## src/rtl/aline_scan_sequencer_pkg.sv

```systemverilog
// Shared types and defaults for the A-line scan sequencer: state encoding,
// timing defaults and the last-line test used by the frame walker.
package aline_scan_sequencer_pkg;

  localparam int ALINE_WIDTH        = 5;
  localparam int PRI_WIDTH_DEFAULT  = 16;
  localparam int LOAD_LAT_DEFAULT   = 2;
  localparam int TX_TIMEOUT_DEFAULT = 65535;

  typedef enum logic [3:0] {
    S_IDLE    = 4'd0,
    S_FETCH   = 4'd1,
    S_FWAIT   = 4'd2,
    S_LOAD    = 4'd3,
    S_FIRE    = 4'd4,
    S_WAIT_TX = 4'd5,
    S_DWELL   = 4'd6,
    S_NEXT    = 4'd7,
    S_DONE    = 4'd8,
    S_FAULT   = 4'd9
  } seq_state_e;

  function automatic logic is_last_aline(input logic [ALINE_WIDTH-1:0] idx,
                                         input logic [ALINE_WIDTH-1:0] num);
    return idx == (num - 1'b1);
  endfunction

endpackage

```

## src/rtl/aline_scan_sequencer_if.sv

```systemverilog
// Control/status bundle between the main FSM, image_configs and the
// transmit FSM on one side and the A-line scan sequencer on the other.
interface aline_scan_sequencer_if #(
  parameter int PRI_WIDTH = 16
);
  logic                 start_scan;
  logic                 abort;
  logic [4:0]           num_alines;
  logic [PRI_WIDTH-1:0] pri_cycles;
  logic                 cfg_busy;
  logic                 transmit_in_progress;
  logic                 transmit_complete;

  logic                 cfg_rd_en;
  logic [4:0]           which_aline;
  logic                 load_delays;
  logic                 start_transmit;
  logic                 next_aline;
  logic                 scan_busy;
  logic                 scan_done;
  logic                 tx_fault;

  modport slave (
    input  start_scan, abort, num_alines, pri_cycles, cfg_busy,
           transmit_in_progress, transmit_complete,
    output cfg_rd_en, which_aline, load_delays, start_transmit,
           next_aline, scan_busy, scan_done, tx_fault
  );

  modport master (
    output start_scan, abort, num_alines, pri_cycles, cfg_busy,
           transmit_in_progress, transmit_complete,
    input  cfg_rd_en, which_aline, load_delays, start_transmit,
           next_aline, scan_busy, scan_done, tx_fault
  );
endinterface

```

## src/rtl/aline_scan_sequencer_countdown.sv

```systemverilog
// Loadable down-counter that parks at zero; one instance times the fetch
// latency, the transmit timeout and the PRI dwell.
module aline_scan_sequencer_countdown #(
  parameter int WIDTH = 16
) (
  input  logic             clk,
  input  logic             rst_n,
  input  logic             load,
  input  logic [WIDTH-1:0] value,
  output logic             zero
);
  logic [WIDTH-1:0] cnt;

  always_ff @(posedge clk or negedge rst_n) begin
    if (!rst_n) begin
      cnt <= '0;
    end else if (load) begin
      cnt <= value;
    end else if (cnt != '0) begin
      cnt <= cnt - 1'b1;
    end
  end

  assign zero = (cnt == '0);
endmodule

```

## src/rtl/aline_scan_sequencer.sv

```systemverilog
// Frame scheduler: walks A-lines 0..N-1 through fetch, load, fire,
// wait-for-complete and PRI dwell, with abort and transmit-timeout handling.
//
//  state   | meaning
//  IDLE    | waiting for an accepted start_scan
//  FETCH   | cfg_rd_en pulse for the current line
//  FWAIT   | waiting LOAD_LAT cycles for delay data
//  LOAD    | load_delays pulse
//  FIRE    | start_transmit pulse
//  WAIT_TX | waiting for transmit_complete or timeout
//  DWELL   | pulse-repetition interval
//  NEXT    | next_aline pulse, advance or finish
//  DONE    | scan_done pulse
//  FAULT   | transmit timed out, tx_fault set
module aline_scan_sequencer
  import aline_scan_sequencer_pkg::*;
#(
  parameter int PRI_WIDTH  = PRI_WIDTH_DEFAULT,
  parameter int LOAD_LAT   = LOAD_LAT_DEFAULT,
  parameter int TX_TIMEOUT = TX_TIMEOUT_DEFAULT
) (
  input logic                   clk,
  input logic                   rst_n,
  aline_scan_sequencer_if.slave bus
);
  localparam int CNT_WIDTH = (PRI_WIDTH > 16) ? PRI_WIDTH : 16;
  localparam logic [CNT_WIDTH-1:0] FWAIT_RELOAD = CNT_WIDTH'(LOAD_LAT - 1);
  localparam logic [CNT_WIDTH-1:0] TX_RELOAD    = CNT_WIDTH'(TX_TIMEOUT - 1);

  seq_state_e state, next_state;

  logic [ALINE_WIDTH-1:0] n_reg;
  logic [ALINE_WIDTH-1:0] which_aline_q;
  logic [PRI_WIDTH-1:0]   pri_reg;
  logic [CNT_WIDTH-1:0]   dwell_reload;
  logic [CNT_WIDTH-1:0]   cnt_value;
  logic                   cnt_load;
  logic                   cnt_zero;
  logic                   accept;

  logic cfg_rd_en_q, load_delays_q, start_transmit_q, next_aline_q;
  logic scan_busy_q, scan_done_q, tx_fault_q;

  // A zero PRI still spends one cycle in DWELL.
  always_comb begin
    dwell_reload = '0;
    if (pri_reg != '0) begin
      dwell_reload = CNT_WIDTH'(pri_reg) - 1'b1;
    end
  end

  aline_scan_sequencer_countdown #(.WIDTH(CNT_WIDTH)) u_countdown (
    .clk   (clk),
    .rst_n (rst_n),
    .load  (cnt_load),
    .value (cnt_value),
    .zero  (cnt_zero)
  );

  always_ff @(posedge clk or negedge rst_n) begin
    if (!rst_n) begin
      state <= S_IDLE;
    end else begin
      state <= next_state;
    end
  end

  always_comb begin
    next_state = state;
    cnt_load   = 1'b0;
    cnt_value  = '0;
    accept     = 1'b0;
    if (state != S_IDLE && bus.abort) begin
      next_state = S_IDLE;
    end else begin
      unique case (state)
        S_IDLE: begin
          if (bus.start_scan && !bus.cfg_busy) begin
            accept     = 1'b1;
            next_state = (bus.num_alines == '0) ? S_DONE : S_FETCH;
          end
        end
        S_FETCH: begin
          next_state = S_FWAIT;
          cnt_load   = 1'b1;
          cnt_value  = FWAIT_RELOAD;
        end
        S_FWAIT:  if (cnt_zero) next_state = S_LOAD;
        S_LOAD:   next_state = S_FIRE;
        S_FIRE: begin
          next_state = S_WAIT_TX;
          cnt_load   = 1'b1;
          cnt_value  = TX_RELOAD;
        end
        S_WAIT_TX: begin
          if (bus.transmit_complete) begin
            next_state = S_DWELL;
            cnt_load   = 1'b1;
            cnt_value  = dwell_reload;
          end else if (cnt_zero) begin
            next_state = S_FAULT;
          end
        end
        S_DWELL:  if (cnt_zero) next_state = S_NEXT;
        S_NEXT:   next_state = is_last_aline(which_aline_q, n_reg) ? S_DONE : S_FETCH;
        S_DONE:   next_state = S_IDLE;
        S_FAULT:  next_state = S_IDLE;
        default:  next_state = S_IDLE;
      endcase
    end
  end

  // Outputs are decoded from next_state so each is a flop aligned to its state.
  always_ff @(posedge clk or negedge rst_n) begin
    if (!rst_n) begin
      n_reg            <= '0;
      pri_reg          <= '0;
      which_aline_q    <= '0;
      cfg_rd_en_q      <= 1'b0;
      load_delays_q    <= 1'b0;
      start_transmit_q <= 1'b0;
      next_aline_q     <= 1'b0;
      scan_busy_q      <= 1'b0;
      scan_done_q      <= 1'b0;
      tx_fault_q       <= 1'b0;
    end else begin
      cfg_rd_en_q      <= (next_state == S_FETCH);
      load_delays_q    <= (next_state == S_LOAD);
      start_transmit_q <= (next_state == S_FIRE);
      next_aline_q     <= (next_state == S_NEXT);
      scan_done_q      <= (next_state == S_DONE);
      scan_busy_q      <= (next_state != S_IDLE);
      if (accept) begin
        n_reg      <= bus.num_alines;
        pri_reg    <= bus.pri_cycles;
        tx_fault_q <= 1'b0;
      end else if (next_state == S_FAULT) begin
        tx_fault_q <= 1'b1;
      end
      if (next_state == S_IDLE || next_state == S_DONE) begin
        which_aline_q <= '0;
      end else if (state == S_NEXT) begin
        which_aline_q <= which_aline_q + 1'b1;
      end
    end
  end

  assign bus.cfg_rd_en      = cfg_rd_en_q;
  assign bus.which_aline    = which_aline_q;
  assign bus.load_delays    = load_delays_q;
  assign bus.start_transmit = start_transmit_q;
  assign bus.next_aline     = next_aline_q;
  assign bus.scan_busy      = scan_busy_q;
  assign bus.scan_done      = scan_done_q;
  assign bus.tx_fault       = tx_fault_q;
endmodule
```

## src/flat_wrapper.sv

```systemverilog
// flat-port wrapper written by rule: the top's interface ports become plain ports
module aline_scan_sequencer_flat import aline_scan_sequencer_pkg::*;
#(
  parameter int PRI_WIDTH  = PRI_WIDTH_DEFAULT,
  parameter int LOAD_LAT   = LOAD_LAT_DEFAULT,
  parameter int TX_TIMEOUT = TX_TIMEOUT_DEFAULT
)
  (clk, rst_n, bus_start_scan, bus_abort, bus_num_alines, bus_pri_cycles, bus_cfg_busy, bus_transmit_in_progress, bus_transmit_complete, bus_cfg_rd_en, bus_which_aline, bus_load_delays, bus_start_transmit, bus_next_aline, bus_scan_busy, bus_scan_done, bus_tx_fault);
  aline_scan_sequencer_if #(.PRI_WIDTH(PRI_WIDTH)) bus_i ();
  input logic clk;
  input logic rst_n;
  input wire logic [$bits(bus_i.start_scan)-1:0] bus_start_scan;
  input wire logic [$bits(bus_i.abort)-1:0] bus_abort;
  input wire logic [$bits(bus_i.num_alines)-1:0] bus_num_alines;
  input wire logic [$bits(bus_i.pri_cycles)-1:0] bus_pri_cycles;
  input wire logic [$bits(bus_i.cfg_busy)-1:0] bus_cfg_busy;
  input wire logic [$bits(bus_i.transmit_in_progress)-1:0] bus_transmit_in_progress;
  input wire logic [$bits(bus_i.transmit_complete)-1:0] bus_transmit_complete;
  output wire logic [$bits(bus_i.cfg_rd_en)-1:0] bus_cfg_rd_en;
  output wire logic [$bits(bus_i.which_aline)-1:0] bus_which_aline;
  output wire logic [$bits(bus_i.load_delays)-1:0] bus_load_delays;
  output wire logic [$bits(bus_i.start_transmit)-1:0] bus_start_transmit;
  output wire logic [$bits(bus_i.next_aline)-1:0] bus_next_aline;
  output wire logic [$bits(bus_i.scan_busy)-1:0] bus_scan_busy;
  output wire logic [$bits(bus_i.scan_done)-1:0] bus_scan_done;
  output wire logic [$bits(bus_i.tx_fault)-1:0] bus_tx_fault;
  assign bus_i.start_scan = bus_start_scan;
  assign bus_i.abort = bus_abort;
  assign bus_i.num_alines = bus_num_alines;
  assign bus_i.pri_cycles = bus_pri_cycles;
  assign bus_i.cfg_busy = bus_cfg_busy;
  assign bus_i.transmit_in_progress = bus_transmit_in_progress;
  assign bus_i.transmit_complete = bus_transmit_complete;
  assign bus_cfg_rd_en = bus_i.cfg_rd_en;
  assign bus_which_aline = bus_i.which_aline;
  assign bus_load_delays = bus_i.load_delays;
  assign bus_start_transmit = bus_i.start_transmit;
  assign bus_next_aline = bus_i.next_aline;
  assign bus_scan_busy = bus_i.scan_busy;
  assign bus_scan_done = bus_i.scan_done;
  assign bus_tx_fault = bus_i.tx_fault;
  aline_scan_sequencer #(.PRI_WIDTH(PRI_WIDTH), .LOAD_LAT(LOAD_LAT), .TX_TIMEOUT(TX_TIMEOUT)) u_core (.clk(clk), .rst_n(rst_n), .bus(bus_i));
endmodule
```

## config.mk

```make
export PLATFORM = sky130hd
export DESIGN_NAME = aline_scan_sequencer_flat
export DESIGN_NICKNAME = d
export VERILOG_FILES = /design/src/rtl/aline_scan_sequencer_pkg.sv /design/src/rtl/aline_scan_sequencer_if.sv /design/src/rtl/aline_scan_sequencer_countdown.sv /design/src/rtl/aline_scan_sequencer.sv /design/src/flat_wrapper.sv
export SDC_FILE = /design/constraint.sdc
export NUM_CORES = 1
export LEC_CHECK = 0
export BUFFER_PORTS_ARGS = -buffer_cell sky130_fd_sc_hd__buf_2
export CAP_MARGIN = 20
export CORE_MARGIN = 5
export CORE_UTILIZATION = 45
export CTS_CLUSTER_SIZE = 14
export DETAILED_ROUTE_END_ITERATION = 16
export PLACE_DENSITY = 0.67
export SETUP_SLACK_MARGIN = 0.05
export SLEW_MARGIN = 20
export SYNTH_ARGS = -nofsm -noshare
export SYNTH_HDL_FRONTEND = slang
export SYNTH_SLANG_ARGS = --single-unit
```

## constraint.sdc

```tcl
create_clock -name clk -period 2.2 [get_ports clk]
set_input_delay 0.55 -clock clk [delete_from_list [all_inputs] [get_ports clk]]
set_output_delay 0.55 -clock clk [all_outputs]
set_load 0.01 [all_outputs]
```

==> results of run 1 <==
[worst max-delay path by stage]
stage | from | to | slack [ps]
after floorplan | u_core.u_countdown.cnt[0] | u_core.bus.tx_fault | -130
final | u_core.u_countdown.cnt[0] | u_core.state[3] | -80
after CTS | u_core.u_countdown.cnt[0] | u_core.bus.tx_fault | -90
after detailed placement | u_core.u_countdown.cnt[0] | u_core.bus.tx_fault | -70
after global routing | u_core.u_countdown.cnt[0] | u_core.bus.tx_fault | -210
after global placement | u_core.u_countdown.cnt[0] | u_core.bus.tx_fault | -50
[metrics by stage]
step	util	power, uW
2_1_floorplan	-	3020
3_3_place_gp	0.532	3670
3_5_place_dp	0.532	3740
4_1_cts	0.559	4500
5_1_grt	0.566	4860
6_report	0.566	4510
[synth_stat cells (all sizes together) (4+ instances only)]
library cell,count
a211oi,6
a21oi,25
buf,4
clkbuf,10
dfrtp,53
ha,5
inv,11
mux2,17
nand2,29
nand3,7
nor2,17
nor3,21
nor4,5
o21ai,12
or3,6
or4,4
xnor2,13
xor2,16
[worst max-delay path, cell delays in order, from the launching register on]
cell     delay (ps)
dfrtp_1         390
inv_1            60
ha_2            190
or4b_4          470
or4_4           460
o32ai_4         260
a21oi_4          80
buf_4           140
buf_4           120
nor2_2           60
[layer usage]
layer,global-route usage,up-vias,share of wire
li1,-,1259,-
met1,0.229,1209,0.47
met2,0.262,41,0.48
met3,0.0263,6,0.033
met4,0.0384,0,0.0095
met5,0,-,0
[final cells by class]
type	count	area share
multi-input cells	232	0.445
clock buffers	7	0.0228
repair buffers	79	0.136
clock inverters	1	0.00794
well taps	80	0.0265
flip-flops and latches	53	0.351
inverters	11	0.0109
[logic make-up (layout without fill, tap and decap cells)]
group | count (synthesis) | count (layout) | share of synthesized area
AOI/OAI and AO/OA | 65 | 65 | 0.148
and+or+nand+nor | 116 | 116 | 0.207
DFF | 53 | 53 | 0.435
xor gates and xnor gates | 29 | 29 | 0.0834
buffers and inverters | 25 | 98 | 0.0427
adders and majority gates | 5 | 5 | 0.0205
muxes | 17 | 17 | 0.0629
[power breakdown]
| part | internal [uW] | leakage, uW | switching, uW |
|---|---|---|---|
| clock network | 371 | 0.0000585 | 313 |
| registers | 1370 | 0.000656 | 325 |
| logic | 1090 | 0.000983 | 1040 |
| total | 2840 | 0.00170 | 1670 |
[timing repair]
item,in CTS,in global routing
gates cloned,0,0
pin swaps,2,5
endpoints found under the setup margin,18,20
buffers inserted,1,1
resized for setup,10,9
==> key figures, run 1 <==
Logic synthesis
  • FFs w/ async S/R, synth: 1.00
  • Cell taking the most area after synthesis: dfrtp_1
  • Syn nets: about 340
  • Post-synth EDFFs: 0
  • Netlist Area Pre-Place: just over 3000 sq um
  • Top FF cell, synth: dfrtp_1
  • Top cells by area, synth: dfrtp_1 44%, mux2_2 6.3%, xor2_1 4.6%
  • Syn_area_per_cell: around 9.8 sq um
  • Post-synth top area share: 0.435
  • Yosys warnings: 0
  • Yosys cell types: 59
  • Register area share after synthesis: 0.435
  • Flip-flop and latch count after synthesis: 53
  • Post-Synthesis Cells: 310

Power
  • Power Dens Cells: roughly 1200 nW/um^2
  • Leak Pwr: about 0.0017 uW
  • Max IR drop VDD: ~0.00073 V

Place
  • Placer Congestion: ~0.8
  • Pre-CTS setup slack: -71.9 ps
  • Hpwl dp: 5080 microns
  • Buffers added on ports: 38
  • Placed cell count: around 450
  • Post-DP Area: about 3600 sq um

CTS
  • H-tree levels: 2
  • CTS Buf Count: 5
  • Root Driver: clkbuf_8
  • Worst-path clk slew: ~100 ps
  • Worst skew pair latency: around 310 ps
  • Cts hold-fix bufs: 0
  • TritonCTS clock tree: done
  • Sink Count: between 50 and 60
  • Worst-case clock buffer depth: 2

STA
  • Setup TNS: -310 ps
  • # setup viols final: 8
  • Final Max Tran Viols: 0
  • Final WS setup: -84.4 ps
  • Period utilisation layout: 1.04
  • Relative max-transition margin: 0.634
  • RSZ-0062 raised after global routing: yes
  • Slew of the pin with the lowest slew margin: around 550 ps
  • Maximum clock rate: between 400 and 500 MHz
  • Clock Skews: about 9 ps
  • Hold Vio Cnt, Final: 0
  • Minimum clock period: between 2000 and 2500 ps
  • Min Hold Slack: 220 ps

GRT
  • Grt ovf: 0
  • Largest net degree at the start of global routing: 32
  • Antenna violations before repair: 0
  • Vias in the first global route: about 2400
  • Gr usage total: 0.163
  • First-pass GRT wire length: ~11000 microns

Setup path
  • CP Max Fanout: 5
  • Worst Reg2Reg Path Length in Cells: 9
  • CP startpoint kind: register
  • Critical path type: reg -> reg
  • Setup slack, reg-to-reg: -80 ps
  • FF-to-FF End: u_core.state[3]
  • CP Data Required Time: roughly 2400 ps
  • Arr. time, crit path: about 2500 ps
  • Reg2reg start: u_core.u_countdown.cnt[0]
  • Worst setup EP type: register

Final layout
  • Area delta synth->final: 24.2%
  • Diodes inserted: 0
  • Finished Cell Area: around 3800 sq um
  • Fin nets: roughly 420
  • Most frequent cells in the layout: 53 x dfrtp_1, 39 x buf_4, 38 x buf_2
  • Commonest non-fill, non-tap cell in the layout: dfrtp_1
  • Multi-input gate area: ~1700 sq um
  • Fillers: about 610
  • Sequential standard cell area: between 1000 and 1500 sq um
  • Layout cells sized above 1: 0.342
  • Final Non-Filler Cells: about 460

Route
  • Total number of vias: between 2000 and 3000
  • Vias/cell: around 5.4
  • # DRC: 0
  • WL final: 6610 microns
  • Antenna Violating Nets Remaining: 0
  • TritonRoute pass-1 iters: 4
  • DR WL/cell: about 14 microns
  • Initial DRC count: approximately 130

Floorplan
  • Chip height: approximately 92 microns
  • Die width: 92.3 microns
  • Initial Util: 0.456
  • Die area: 8510 sq um
  • Total core area: 6680 sq um
  • Row cnt: 30
  • I/O Pins: 40

Status
  • Status: finished, violations left
  • Failing checks: negative setup slack

Job
  • Max Cap Viol: 0

Min path
  • Worst hold path type: in -> async
No activity file was read; power rests on OpenSTA's default activity.
==> inputs of run 2 (changes only) <==
GPL_TIMING_DRIVEN = 0   (was not set)
==> key figures, run 2 (synthesized netlist as in run 1, its figures left out) <==
Status
  • Status: finished, violations left
  • Failing checks: negative setup slack

Final layout
  • Diodes inserted: 0
  • Area delta synth->final: 23.8%
  • Most frequent cells in the layout: 53 x dfrtp_1, 38 x buf_2, 29 x nand2_1
  • Final core occ: 0.564
  • Fillers: 602
  • Fin nets: 405
  • Finished Cell Area: between 3000 and 4000 sq um
  • Layout cells sized above 1: 0.354
  • Final Non-Filler Cells: around 450
  • Commonest non-fill, non-tap cell in the layout: dfrtp_1

STA
  • Maximum clock rate: about 430 MHz
  • # setup viols final: 12
  • Relative max-transition margin: 0.510
  • Final Max Tran Viols: 0
  • Final WS setup: -143 ps
  • Clock Skews: between 10 and 15 ps
  • Min Hold Slack: ~280 ps
  • RSZ-0062 raised after global routing: yes
  • Minimum clock period: ~2300 ps
  • Period utilisation layout: 1.06
  • Slew of the pin with the lowest slew margin: 729 ps
  • Hold Vio Cnt, Final: 0

Setup path
  • CP Data Required Time: 2440 ps
  • CP Max Fanout: 4
  • Critical path type: reg -> reg
  • Setup slack, reg-to-reg: -140 ps
  • Worst setup EP type: register
  • CP startpoint kind: register
  • Arr. time, crit path: roughly 2600 ps

Power
  • Leak Pwr: 0.00165 uW
  • Max IR drop VDD: roughly 0.00057 V
  • Power Dens Cells: ~1200 nW/um^2

Route
  • DR WL/cell: between 15 and 20 microns
  • Total number of vias: between 2000 and 3000
  • # DRC: 0
  • TritonRoute pass-1 iters: 4
  • WL final: 6890 microns
  • Antenna Violating Nets Remaining: 0
  • Vias/cell: 5.60
  • Initial DRC count: between 100 and 150

CTS
  • Sink Count: 53
  • CTS Buf Count: 5
  • Cts hold-fix bufs: 0
  • TritonCTS clock tree: done
  • Root Driver: clkbuf_8
  • Worst-path clk slew: around 100 ps
  • H-tree levels: 2
  • Worst skew pair latency: 310 ps
  • Worst-case clock buffer depth: 2

Floorplan
  • Chip height: 92.3 microns
  • Total core area: about 6700 sq um
  • Row cnt: 30
  • Die width: 92.3 microns
  • Initial Util: 0.456
  • I/O Pins: 40
  • Die area: 8510 sq um

GRT
  • Grt ovf: 0
  • Largest net degree at the start of global routing: 54
  • Vias in the first global route: 2493
  • Gr usage total: 0.170
  • Antenna violations before repair: 0
  • First-pass GRT wire length: roughly 12000 microns

Place
  • Placed cell count: about 430
  • Hpwl dp: about 4700 microns
  • Placer Congestion: roughly 0.8
  • Post-DP Area: 3340 sq um
  • Pre-CTS setup slack: -476 ps
  • Buffers added on ports: 38

Min path
  • Worst hold path type: in -> async

Job
  • Max Cap Viol: 0
[run 2: cell types whose count changed in the layout (fill, tap and decap cells not counted), sizes merged]
cell	before	now
buf	79	60
bufinv	1	0
clkbuf	7	16
clkinvlp	0	1
[run 2: metrics by stage]
step	total power (uW)	setup TNS [ps]
floorplan	3020	-374
global placement	3370	-11650
detailed placement	3430	-12390
CTS	4160	-961
global route	4760	-2470
finish	4400	-621
[run 2: metal layers]
metal  global-route usage  routed length (microns)  vias to the layer above
met5                    0                        0                        -
met4               0.0545                      107                        0
met3               0.0304                      244                       11
met2                0.283                     3330                       57
met1                0.223                     3210                     1219
li1                     -                        -                     1248
[run 2: final timing paths]
check,cells after the start,startpoint,end
min reg2reg,1,u_core.bus.tx_fault,u_core.bus.tx_fault
min in group clk,3,bus_pri_cycles[1],u_core.pri_reg[1]
max in group asynchronous,1,rst_n,u_core.bus.which_aline[3]
max reg2reg,6,u_core.u_countdown.cnt[8],u_core.bus.tx_fault
max,6,u_core.u_countdown.cnt[8],u_core.bus.tx_fault
min,1,rst_n,u_core.pri_reg[9]
[run 2: final cells by class]
cell class                      instances  area (sq um)  share of cell area
Buffer                                 12          88.8              0.0236
Multi-Input combinational cell        232          1770               0.470
Clock inverter                          1          7.51             0.00199
Sequential cell                        53          1330               0.352
Clock buffer                            7          76.3              0.0202
Tap cell                               80           100              0.0266
Timing Repair Buffer                   57           358              0.0949
Inverter                               11          41.3              0.0110
[run 2: timing repair]
action	CTS	global route
pin swaps	2	16
endpoints found under the setup margin	46	37
resized for setup	23	32
buffers inserted	10	9
[run 2: where the power goes]
group / total, uW / switching (uW) / internal [uW]
logic: 2060 / 1010 / 1050
clock network: 550 / 323 / 226
registers: 1790 / 415 / 1370
[run 2: critical path: stages (launching register included)]
cell and delay, ps:
dfrtp_1 430, or4_4 560, or4_4 600, o32ai_4 260, a21oi_4 80, nor3b_2 190, a2bb2oi_2 140
